[src/rtl/spi_ram_burst_slave.sv]
// spi_ram_burst_slave
//   SPI-framed RAM slave with an internal single-port memory. A frame opens
//   with a 2-bit command, then carries an address or a burst of data words.
//   Pointers optionally auto-increment per word, so one frame can stream
//   many words.
//
// Ports
//   clk       system clock, one serial bit per rising edge
//   rst_n     synchronous active-low reset (memory contents are kept)
//   SS_n      slave select, active low, frames a transaction
//   MOSI      serial data in, MSB first
//   MISO      serial data out, MSB first, registered
//   busy      high while a frame is in progress
//   frame_err one-cycle pulse when a frame ends in the middle of a field
//
// state   | meaning
// --------+----------------------------------------------------------
// IDLE    | waiting for SS_n low after having seen it high (armed)
// CMD     | shifting the 2 command bits
// WR_ADDR | shifting the write address, extra bits ignored
// WR_DATA | shifting write words, committing each complete word
// RD_ADDR | shifting the read address, extra bits ignored
// RD_TURN | one turnaround cycle, fetch mem[rd_ptr]
// RD_DATA | streaming read words on MISO
module spi_ram_burst_slave #(
  parameter int ADDR_WIDTH = 8,
  parameter int DATA_WIDTH = 8,
  parameter bit AUTO_INC   = 1'b1
) (
  input  logic clk,
  input  logic rst_n,
  input  logic SS_n,
  input  logic MOSI,
  output logic MISO,
  output logic busy,
  output logic frame_err
);

  localparam int MAXW  = (ADDR_WIDTH > DATA_WIDTH) ? ADDR_WIDTH : DATA_WIDTH;
  localparam int CW    = $clog2(MAXW + 1);
  localparam int DEPTH = 2 ** ADDR_WIDTH;
  localparam logic [CW-1:0] ALAST = CW'(ADDR_WIDTH - 1);
  localparam logic [CW-1:0] DLAST = CW'(DATA_WIDTH - 1);

  typedef enum logic [2:0] {
    IDLE, CMD, WR_ADDR, WR_DATA, RD_ADDR, RD_TURN, RD_DATA
  } state_t;

  state_t state, state_nxt;

  logic                  armed;
  logic [CW-1:0]         bit_cnt;
  logic                  addr_done;
  logic [MAXW-2:0]       sr;        // previously received bits; MOSI supplies the newest
  logic [DATA_WIDTH-1:0] tx;
  logic [ADDR_WIDTH-1:0] wr_ptr, rd_ptr;
  logic [DATA_WIDTH-1:0] mem [DEPTH];

  logic [DATA_WIDTH-1:0] rx_word;
  logic [ADDR_WIDTH-1:0] rx_addr;
  logic [ADDR_WIDTH-1:0] wr_next, rd_next;
  logic                  err_now, addr_last, word_last, mem_we;

  // The field being completed on this edge is the shift register plus MOSI.
  assign rx_word = DATA_WIDTH'({sr, MOSI});
  assign rx_addr = ADDR_WIDTH'({sr, MOSI});
  assign wr_next = AUTO_INC ? wr_ptr + 1'b1 : wr_ptr;
  assign rd_next = AUTO_INC ? rd_ptr + 1'b1 : rd_ptr;

  // State register
  always_ff @(posedge clk) begin
    if (!rst_n) state <= IDLE;
    else        state <= state_nxt;
  end

  // Next-state logic
  always_comb begin
    state_nxt = state;
    if (state == IDLE) begin
      if (!SS_n && armed) state_nxt = CMD;
    end else if (SS_n) begin
      state_nxt = IDLE;
    end else begin
      case (state)
        CMD: begin
          if (bit_cnt == CW'(1)) begin
            case ({sr[0], MOSI})
              2'b00:   state_nxt = WR_ADDR;
              2'b01:   state_nxt = WR_DATA;
              2'b10:   state_nxt = RD_ADDR;
              default: state_nxt = RD_TURN;
            endcase
          end
        end
        RD_TURN: state_nxt = RD_DATA;
        default: state_nxt = state;
      endcase
    end
  end

  // Output / control decode
  always_comb begin
    busy      = (state != IDLE);
    err_now   = (state != IDLE) && SS_n && (bit_cnt != '0);
    addr_last = ((state == WR_ADDR) || (state == RD_ADDR)) && !SS_n &&
                !addr_done && (bit_cnt == ALAST);
    word_last = ((state == WR_DATA) || (state == RD_DATA)) && !SS_n &&
                (bit_cnt == DLAST);
    // rst_n gate keeps a reset edge from committing a word.
    mem_we    = rst_n && (state == WR_DATA) && word_last;
  end

  // Datapath
  always_ff @(posedge clk) begin
    if (!rst_n) begin
      armed     <= 1'b0;
      frame_err <= 1'b0;
      MISO      <= 1'b0;
      bit_cnt   <= '0;
      addr_done <= 1'b0;
      sr        <= '0;
      tx        <= '0;
      wr_ptr    <= '0;
      rd_ptr    <= '0;
    end else begin
      armed     <= armed | SS_n;
      frame_err <= err_now;
      MISO      <= 1'b0;
      if ((state == IDLE) || SS_n) begin
        bit_cnt   <= '0;
        addr_done <= 1'b0;
      end else begin
        case (state)
          CMD: begin
            sr      <= (MAXW-1)'({sr, MOSI});
            bit_cnt <= (bit_cnt == CW'(1)) ? '0 : bit_cnt + CW'(1);
          end
          WR_ADDR, RD_ADDR: begin
            if (!addr_done) begin
              sr <= (MAXW-1)'({sr, MOSI});
              if (addr_last) begin
                bit_cnt   <= '0;
                addr_done <= 1'b1;
                if (state == WR_ADDR) wr_ptr <= rx_addr;
                else                  rd_ptr <= rx_addr;
              end else begin
                bit_cnt <= bit_cnt + CW'(1);
              end
            end
          end
          WR_DATA: begin
            sr <= (MAXW-1)'({sr, MOSI});
            if (word_last) begin
              bit_cnt <= '0;
              wr_ptr  <= wr_next;
            end else begin
              bit_cnt <= bit_cnt + CW'(1);
            end
          end
          RD_TURN: begin
            tx      <= mem[rd_ptr];
            bit_cnt <= '0;
          end
          RD_DATA: begin
            MISO <= tx[DATA_WIDTH-1];
            if (word_last) begin
              // Load the following word while its predecessor's LSB goes out,
              // so the next MSB follows with no gap.
              bit_cnt <= '0;
              tx      <= mem[rd_next];
              rd_ptr  <= rd_next;
            end else begin
              tx      <= tx << 1;
              bit_cnt <= bit_cnt + CW'(1);
            end
          end
          default: ;
        endcase
      end
    end
  end

  // Memory write port; contents survive reset.
  always_ff @(posedge clk) begin
    if (mem_we) mem[wr_ptr] <= rx_word;
  end

endmodule

[config.mk]
export PLATFORM = sky130hd
export DESIGN_NAME = spi_ram_burst_slave
export DESIGN_NICKNAME = d
export VERILOG_FILES = /design/src/rtl/spi_ram_burst_slave.sv
export SDC_FILE = /design/constraint.sdc
export NUM_CORES = 2
export LEC_CHECK = 0
export BUFFER_PORTS_ARGS = -buffer_cell sky130_fd_sc_hd__buf_2
export CAP_MARGIN = 20
export CORE_MARGIN = 4
export CORE_UTILIZATION = 49
export CTS_BUF_LIST = sky130_fd_sc_hd__clkbuf_8
export CTS_CLUSTER_DIAMETER = 40
export DETAILED_ROUTE_END_ITERATION = 8
export PLACE_DENSITY = 0.67
export SYNTH_ARGS = -nofsm -noshare
export SYNTH_HDL_FRONTEND = slang
export SYNTH_SLANG_ARGS = --single-unit
export TNS_END_PERCENT = 10
[constraint.sdc]
create_clock -name clk -period 9.6 [get_ports clk]
set_input_delay 0.48 -clock clk [delete_from_list [all_inputs] [get_ports clk]]
set_output_delay 0.48 -clock clk [all_outputs]
set_load 0.005 [all_outputs]
==> metrics.csv <==
metric,value,unit
drt drc,0,
RR Startpoint,rd_ptr[0],
Required @ worst endpoint,10530,ps
vias in the first global route,57900,
GRT Residual Overflow,0,
later-pin clock latency in the skew report,1080,ps
final hold viol count,0,
RSZ-0062 raised after global routing,false,
Crit. End Element,flop,
DR WL/cell,37.1,µm
area grow syn2layout,9.98,%
PostCTS Resize Cnt,0,
final period utilization,0.542,
most common cell in the synthesized netlist,edfxtp_1,
Rows,163,
slew at the pin closest to its max-slew limit,1260,ps
status,finished clean,
largest net degree at the start of global routing,195,
Synth Register Bits,2098,
core area,198000,µm²
CTS tree,yes,
CTS buffer count,373,
"Seq/Total Area, Yosys",0.637,
share of layout cells above drive strength 1,0.309,
clock share of power,0.441,
Netlist cell types,73,
Max Clock Skew,100,ps
CTS root buffer,clkbuf_8,
post-synth top area cell,edfxtp_1,
HP Class,primary input to flop,
"Async S/R FF share, synth",0,
Critical Path Sink,tx[6],
Initial DRC Count,9435,
GRT Util Overall,0.290,
Sw Pwr,3.86,mW
Tmin final,5200,ps
CP Max Fanout,115,
VDD IR-drop max,0.000119,V
leak pwr,32.8,nW
Total Power,18.0,mW
PnR worst setup slack,4400,ps
WP data arrival,6130,ps
first-pass GRT wire length,433000,µm
pwr/cell area,167,nW/µm²
synthesized instance count,5218,
R2R depth,9,
critical path class,flop to flop,
top_reg_cell synth,edfxtp_1,
Internal Power,14.2,mW
Area contributors post-synth,"edfxtp_1 63%, mux4_2 24%, mux2i_1 1.5%, nor2_1 1.2%, dfxtp_1 1.0%",
Gate power share,0.006,
Final setup viols,0,
initial antenna violation count,10,
Routability Congestion,0.922,
IO buf count,6,
Vias per Instance,7.14,
WHS,202,ps
final HPWL from detailed placement,189000,µm
crit path launch type,flop,
fin. max-slew vios,0,
area share of the largest cell type after synthesis,0.627,
worst-case clock buffer depth,4,
drt first pass iters,6,
Die Height,455,µm
Avg Inst Size Synth,18.8,µm²
commonest cells in the netlist,"2048 x edfxtp_1, 1048 x mux4_2, 326 x nor2_1",
post-synth net total,5230,
Switching Fraction,0.214,
IO Pins,7,
clock-pin slew on the worst setup and hold paths,60,ps
CTS H-Tree Depth,5,
max frequency,0.192,GHz
Post-synth EDFFs,2048,
die area,207000,µm²
Slew HR,0.161,
clk sinks,2098,
Ys Warns,0,
Nets,5328,
DP Worst Slack,4460,ps
DIE WIDTH,455,µm
Critical Path Start,rd_ptr[0],
initial core utilization,0.495,
Sum Neg Setup Slack,0,ps
via count,58800,
R2R setup slack,4400,ps
Routed Antenna Nets,0,
Routed WL,306000,µm
Critical R2R Capture,tx[6],
Seq pwr share,0.553,
max-cap violation count,0,
Syn Std Cell Area,98100,µm²
==> stage by stage <==
step | util | instance area [µm²] | instances
2_1_floorplan | - | 98100 | 5218
3_3_place_gp | 0.508 | 101000 | 7556
3_5_place_dp | 0.508 | 101000 | 7565
4_1_cts | 0.543 | 108000 | 8218
5_1_grt | 0.544 | 108000 | 8234
6_report | 0.544 | 108000 | 8239
==> worst min path at each step <==
| stage | depth (start not counted) | slack (ps) | from | end |
|---|---|---|---|---|
| 4_1_cts | 1 | 170 | MOSI | mem[224][0] |
| 5_1_grt | 1 | 200 | MOSI | mem[68][0] |
| 3_3_place_gp | 1 | 440 | armed | armed |
| 6_report | 1 | 200 | MOSI | mem[68][0] |
| 3_5_place_dp | 1 | 450 | armed | armed |
| 2_1_floorplan | 1 | 430 | armed | armed |
==> sequential cells by signal (all words and copies together) (netlist names), named ones only <==
name and count:
mem 2048, state 3, bit_cnt 4, armed 1, sr 7, frame_err 1
addr_done 1, wr_ptr 8, rd_ptr 8, MISO 1, tx 8
==> cell type report <==
| cell class | instances | area, µm² |
|---|---|---|
| Inverter | 14 | 52.6 |
| Clock buffer | 384 | 5290 |
| Fill cell | 15300 | 90300 |
| Sequential cell | 2098 | 62500 |
| Tap cell | 2640 | 3300 |
| Multi-Input combinational cell | 2686 | 33700 |
| Clock inverter | 267 | 1640 |
| Antenna cell | 7 | 17.5 |
| Timing Repair Buffer | 143 | 1370 |
==> kinds of logic after synthesis <==
kind of cell | count (synthesis) | synth area share
simple gates | 850 | 0.0383
fa+ha+maj | 8 | 0.00102
xor+xnor | 13 | 0.00124
buf+inv | 434 | 0.0217
mux | 1204 | 0.257
compound gates | 611 | 0.0441
flops | 2098 | 0.637
==> what timing repair did <==
item / 4_1_cts / 5_1_grt
hold buffers: 2 / 0
endpoints found under the hold margin: 12 / 0
buffers inserted: 0 / 0
==> metal layers <==
layer / GRT usage / vias up / routed length [µm]
li1: - / 22600 / -
met3: 0.0815 / 855 / 41000
met1: 0.400 / 30700 / 109000
met5: 0.00436 / - / 151
met2: 0.432 / 4634 / 140000
met4: 0.132 / 6 / 16000
==> cell usage in the layout (no fill, tap or decap), types with 13 or more instances in the layout <==
cell type / instances
clkbuf_8: 385
o221ai_1: 47
a22o_1: 45
a211oi_1: 16
bufinv_16: 18
buf_4: 102
clkinv_1: 86
edfxtp_1: 2048
a31oi_1: 18
inv_1: 106
a221oi_1: 35
nor4_1: 13
clkinv_2: 46
nand4_1: 22
nor2_1: 322
buf_12: 16
o21ai_0: 45
nor2b_1: 23
mux2i_1: 147
o22ai_1: 76
nand3_1: 71
clkinvlp_4: 14
a21oi_1: 120
dfxtp_1: 37
a22oi_1: 97
a2111oi_0: 15
nand2_1: 238
nand2b_1: 15
nor3_1: 49
and2_1: 30
mux4_2: 1048
==> power groups by stage <==
stage	clock network (mW)	logic (mW)	registers, mW
floorplan	0	0.0413	10.2
global placement	0	0.0957	10.2
detailed placement	0	0.100	10.2
CTS	8.01	0.101	9.98
global route	8.47	0.111	9.97
finish	7.95	0.106	9.98
==> worst max-delay path, cell delays in order (launching register included) <==
cell	delay, ps
dfxtp_4	920
ha_4	780
buf_12	590
buf_4	580
mux4_2	380
mux4_2	470
nor2_1	210
nor3_1	180
nor3_1	650
o211ai_1	200
Power figures use the tool's default switching activity.
